$ cat config.mk
export PLATFORM = sky130hd
export DESIGN_NAME = core_fetcher
export DESIGN_NICKNAME = d
export VERILOG_FILES = /design/src/rtl/core_fetcher.sv
export SDC_FILE = /design/constraint.sdc
export NUM_CORES = 1
export LEC_CHECK = 0
export ABC_AREA = 1
export CAP_MARGIN = 20
export CELL_PAD_IN_SITES_DETAIL_PLACEMENT = 0
export CELL_PAD_IN_SITES_GLOBAL_PLACEMENT = 1
export CORE_ASPECT_RATIO = 0.75
export CORE_UTILIZATION = 28
export CTS_CLUSTER_DIAMETER = 150
export DETAILED_ROUTE_END_ITERATION = 16
export GPL_ROUTABILITY_DRIVEN = 0
export PLACE_DENSITY = 0.88
export SLEW_MARGIN = 15
export SYNTH_ARGS = -nofsm -noshare
export SYNTH_HDL_FRONTEND = slang
export SYNTH_SLANG_ARGS = --single-unit
$ cat constraint.sdc
create_clock -name clk -period 1.7 [get_ports clk]
set_clock_uncertainty 0.2 [all_clocks]
set_input_delay 0.51 -clock clk [delete_from_list [all_inputs] [get_ports clk]]
set_output_delay 0.51 -clock clk [all_outputs]
set_load 0.01 [all_outputs]
$ cat src/rtl/core_fetcher.sv
// core_fetcher: per-core instruction fetcher.
// Waits for the controller to enter FETCH, issues a single read to program
// memory at the sampled PC, captures the returned instruction and reports
// FETCHED until the controller moves on to DECODE.
// Optional build macro FETCHER_PC_CACHE_EN adds a one-entry PC/instruction
// cache that short-circuits a refetch of the most recently fetched PC.
module core_fetcher #(
    parameter int PROGRAM_MEM_ADDR_BITS = 8,
    parameter int PROGRAM_MEM_DATA_BITS = 16
) (
    input  logic                             clk,
    input  logic                             reset,
    input  logic [2:0]                       core_state,
    input  logic [PROGRAM_MEM_ADDR_BITS-1:0] current_pc,
    output logic                             mem_read_valid,
    output logic [PROGRAM_MEM_ADDR_BITS-1:0] mem_read_address,
    input  logic                             mem_read_ready,
    input  logic [PROGRAM_MEM_DATA_BITS-1:0] mem_read_data,
    output logic [2:0]                       fetcher_state,
    output logic [PROGRAM_MEM_DATA_BITS-1:0] instruction
);

    localparam logic [2:0] CORE_FETCH  = 3'b001;
    localparam logic [2:0] CORE_DECODE = 3'b010;

    typedef enum logic [2:0] {
        IDLE     = 3'b000,
        FETCHING = 3'b001,
        FETCHED  = 3'b010
    } fetch_state_t;

    fetch_state_t                     state_reg, state_next;
    logic                             valid_reg, valid_next;
    logic [PROGRAM_MEM_ADDR_BITS-1:0] addr_reg, addr_next;
    logic [PROGRAM_MEM_DATA_BITS-1:0] instr_reg, instr_next;

`ifdef FETCHER_PC_CACHE_EN
    logic [PROGRAM_MEM_ADDR_BITS-1:0] cache_tag_reg, cache_tag_next;
    logic [PROGRAM_MEM_DATA_BITS-1:0] cache_data_reg, cache_data_next;
    logic                             cache_vld_reg, cache_vld_next;
    logic                             cache_hit;

    // A hit needs a valid entry whose tag matches the PC being requested.
    assign cache_hit = cache_vld_reg && (cache_tag_reg == current_pc);

    // Cache entry register; invalidated by reset only.
    always_ff @(posedge clk) begin
        if (reset) begin
            cache_tag_reg  <= '0;
            cache_data_reg <= '0;
            cache_vld_reg  <= 1'b0;
        end else begin
            cache_tag_reg  <= cache_tag_next;
            cache_data_reg <= cache_data_next;
            cache_vld_reg  <= cache_vld_next;
        end
    end
`endif

    // State and output registers; reset aborts any fetch in flight.
    always_ff @(posedge clk) begin
        if (reset) begin
            state_reg <= IDLE;
            valid_reg <= 1'b0;
            addr_reg  <= '0;
            instr_reg <= '0;
        end else begin
            state_reg <= state_next;
            valid_reg <= valid_next;
            addr_reg  <= addr_next;
            instr_reg <= instr_next;
        end
    end

    // Next-state and next-output logic for the fetch handshake.
    always_comb begin
        state_next = state_reg;
        valid_next = valid_reg;
        addr_next  = addr_reg;
        instr_next = instr_reg;
`ifdef FETCHER_PC_CACHE_EN
        cache_tag_next  = cache_tag_reg;
        cache_data_next = cache_data_reg;
        cache_vld_next  = cache_vld_reg;
`endif
        case (state_reg)
            IDLE: begin
                if (core_state == CORE_FETCH) begin
`ifdef FETCHER_PC_CACHE_EN
                    if (cache_hit) begin
                        state_next = FETCHED;
                        instr_next = cache_data_reg;
                    end else begin
                        state_next = FETCHING;
                        valid_next = 1'b1;
                        addr_next  = current_pc;
                    end
`else
                    state_next = FETCHING;
                    valid_next = 1'b1;
                    addr_next  = current_pc;
`endif
                end
            end
            FETCHING: begin
                // Address and valid stay frozen until memory answers.
                if (mem_read_ready) begin
                    state_next = FETCHED;
                    valid_next = 1'b0;
                    instr_next = mem_read_data;
`ifdef FETCHER_PC_CACHE_EN
                    cache_tag_next  = addr_reg;
                    cache_data_next = mem_read_data;
                    cache_vld_next  = 1'b1;
`endif
                end
            end
            FETCHED: begin
                if (core_state == CORE_DECODE) begin
                    state_next = IDLE;
                end
            end
            default: begin
                state_next = IDLE;
                valid_next = 1'b0;
            end
        endcase
    end

    assign mem_read_valid   = valid_reg;
    assign mem_read_address = addr_reg;
    assign fetcher_state    = state_reg;
    assign instruction      = instr_reg;

endmodule

After elaboration in Yosys (flattened, before gate mapping)
Cells that the tools add are included.
Word-level totals
  logic and storage cells: 24
  output and inout port bits: 28
  input bits: 30
  flip-flop bits (word level): 28
Cells by class
  equality and inequality tests: 7
  reductions and logical operators: 5
  multiplexer cells: 7
  bitwise operators: 1
Operator list (count)
  $mux W3: 3
  $pmux W3 S3: 1
  $eq A3 B1 Y1 const B: 2
  $eq A3 B2 Y1 const B: 2
  $ne A2 B2 Y1 const B: 3
  $reduce_and A3 Y1: 2
  $reduce_and A2 Y1: 2
  $logic_not A3 Y1: 1
  $pmux W1 S3: 1
  $mux W1: 2
  $not A1 Y1: 1

Logic depth before layout (Yosys ltp)
  depth after elaboration: 3
  gate-level depth with buffers: 5
  gate-level depth less buffers: 5

Least setup slack after synthesis
OpenSTA, ideal clock, no wires.
  kind: input to register
  start: input mem_read_ready
  end: register instr_reg[0], in the netlist instruction[0]
  path slack: 296 ps
  stages on the path: 5
  arrival: 1072 ps
  data required time: 1368 ps
  library setup time: 132 ps
  path through: buf_2 > nand3_4 > buf_4 > nand2_1 > a21oi_1
Between the ends
  cells in the longest elaborated chain, start to end: 1
RTL lines
  start: declaration: line 17  | input logic mem_read_ready,
  $reduce_and A2 Y1 (no line)
  end signal: assignment: line 71  | instr_reg <= instr_next;
  end: declaration: line 35  | logic [PROGRAM_MEM_DATA_BITS-1:0] instr_reg, instr_next;
Every way passes these cells.
A chain may end at the register's enable or synchronous reset.

Worst setup path after layout
  start: register instr_reg[11], in the netlist instruction[11]
  end: output instruction[11]
RTL lines
  end: declaration: line 20  | output logic [PROGRAM_MEM_DATA_BITS-1:0] instruction
No word-level cell between the ends.

==> results.txt <==
status: complete, no violations
Setup crit end kind: primary output
fillcell total: 426
die height: 58.6 µm
DIE WIDTH: 77.5 µm
Sink Count: 27
Final Net Count: 236
share of cells above drive strength 1: 0.137
Top Ports: 58
Power Density: 669 nW/µm²
library cells used by synthesis: 24
htree depth: 1
Num CTS Buffers: 3
post-synthesis sequential area ratio: 0.452
type of the worst setup path: flip-flop to primary output
Port Buffers: 56
synthesized flop and latch total: 27
count leader, synth: dfxtp_1
Hold Path Class: flip-flop to flip-flop
EDFF count, synth: 0
crit path cell chain: dlygate4sd2_1
Crit Path Max Fanout: 2
top cell type's share of synthesized area: 0.452
initial antenna violation count: 0
wire length per cell: 11.6 µm
area leader, netlist: dfxtp_1
CTS tree: done
Max Fclk: 0.620 GHz
Clock Path Buffers: 2
max incr delay on CP: 0.36 ns
most frequent cells after synthesis: dfxtp_1 (27), nand2_1 (25), nand4_1 (23), a21oi_1 (18), inv_1 (13)
CP Depth: 1
Reg2Reg Depth: 5
clock root buffer: clkbuf_8
minimum clock period: 1.61 ns
Mapped Area: 1200 µm²
top post-synthesis cells by area: dfxtp_1 (45%), nand4_1 (12%), nand2_1 (7.8%)
DRT iter0 DRCs: 47
DP Area: 1830 µm²
post-detail-place hpwl: 2.23 mm
via count: 1,157
Initial Util: 0.293
Total GRT Usage: 0.144
R2R setup slack: 0.22 ns
TritonRoute pass-1 iters: 4
design area: 1850 µm²
Crit path buffers/inverters: 1
Critical Path Start Type: flip-flop
total chip power: 1240 µW
clk slew on worst S/H paths: 0.09 ns
first-pass GRT wire length: 5.16 mm
Post-synth top flop: dfxtp_1
Remaining Overflow, GRT: 0
Clk Latency, worst-skew pair: 0.27 ns
Worst EP required: 0.99 ns
RSZ-0062 raised after global routing: false
cell family with most CP delay: flip-flops
area grow syn2layout: 54.4%
Gate Count Post-Synth: 147
Site Rows: 20
Ant. Diodes: 0
post-route ant nets: 0
syn nets: 177
hold depth: 2
Mean Syn Cell Area: 8.14 µm²
Leak: 0.000831 µW
Critical Path AT: 0.90 ns
Yosys warning count: 0
DRC errors left: 0
Core Box Area: 4080 µm²
Final setup viols: 0
drt via density: 4.45
Slowest-stage cell, CP: dfxtp_1
vias in the first global route: 1,057
Final period util: 0.949
max-cap violations: 0
routed wire length: 3.02 mm
die area: 4540 µm²
Fin. Hold Viols: 0
pin count of the biggest net entering global routing: 22
worst vdd ir: 0.000343 V
Synth async-reset ratio: 0
Max Transition Viols Final: 0
-- state kept, by name (all words and copies together) (netlist names) --
signal	cells
instruction	16
mem_read_valid	1
mem_read_address	8
fetcher_state	2
-- stage by stage --
step	std cells	setup slack, ns	util	hold slack, ns	setup TNS (ns)
global route	260	0.0252	0.453	0.284	0
detailed placement	256	-0.154	0.450	0.254	-3.69
finish	260	0.0866	0.453	0.259	0
floorplan	147	0.296	-	0.283	0
CTS	260	0.0725	0.453	0.265	0
global placement	256	-0.130	0.450	0.249	-3.10
-- cells in the final DEF, fill, tap and decap left out --
cell | Yosys | routed
nand3_1 | 4 | 4
o21ai_0 | 1 | 1
nand2_1 | 25 | 25
inv_1 | 13 | 13
nor2_2 | 9 | 9
a21oi_2 | 1 | 1
clkbuf_8 | 0 | 3
dfxtp_1 | 27 | 27
nor2_1 | 8 | 8
nand4_2 | 1 | 1
inv_2 | 1 | 1
nand3b_1 | 1 | 1
nor2_4 | 1 | 1
dlygate4sd2_1 | 0 | 27
conb_1 | 1 | 1
nand3_4 | 1 | 1
inv_4 | 1 | 1
buf_12 | 1 | 2
a21oi_1 | 18 | 18
nand4_1 | 23 | 23
clkinv_2 | 0 | 1
clkdlybuf4s50_1 | 0 | 29
nor2_8 | 1 | 1
buf_4 | 3 | 6
-- repair_timing --
action / CTS / global route
gates resized for setup: 27 / 0
setup buffers: 0 / 0
endpoints found under the setup margin: 27 / 0
hold buffers: 0 / 0
-- cell type report --
cell class	count	area, µm²	share of cell area
Tap cell	55	68.8	0.0373
Clock buffer	3	41.3	0.0224
Multi-Input combinational cell	95	520	0.282
Timing Repair Buffer	64	612	0.331
Inverter	15	58.8	0.0318
Clock inverter	1	5.00	0.00271
Sequential cell	27	541	0.293
-- cells by family (layout without fill, tap and decap cells) --
logic type / after synthesis / in the layout / synth area share
compound gates: 20 / 20 / 0.0868
buf+inv: 25 / 83 / 0.113
other cells: 1 / 1 / 0.00314
flops: 27 / 27 / 0.452
simple gates: 74 / 74 / 0.345
-- routing by layer --
layer | vias up | global-route usage | wire length [µm]
met5 | - | 0 | 0
met4 | 0 | 0.0323 | 27
met3 | 2 | 0.0357 | 202
met2 | 41 | 0.221 | 1270
met1 | 509 | 0.205 | 1520
li1 | 605 | - | -
-- path summary, 6_finish.rpt --
| kind | from | end |
|---|---|---|
| min | instruction[15] | instruction[15] |
| max | instruction[11] | instruction[11] |
| min reg2reg | instruction[15] | instruction[15] |
| max reg2reg | fetcher_state[1] | instruction[6] |
-- power breakdown --
| part | internal [µW] | leakage [µW] | switching, µW |
|---|---|---|---|
| Clock | 164 | 0.0000255 | 192 |
| Combinational | 119 | 0.000587 | 99.3 |
| Sequential | 651 | 0.000219 | 10.5 |
| Total | 934 | 0.000831 | 302 |
Note: power is estimated with default switching activity, not from simulation.
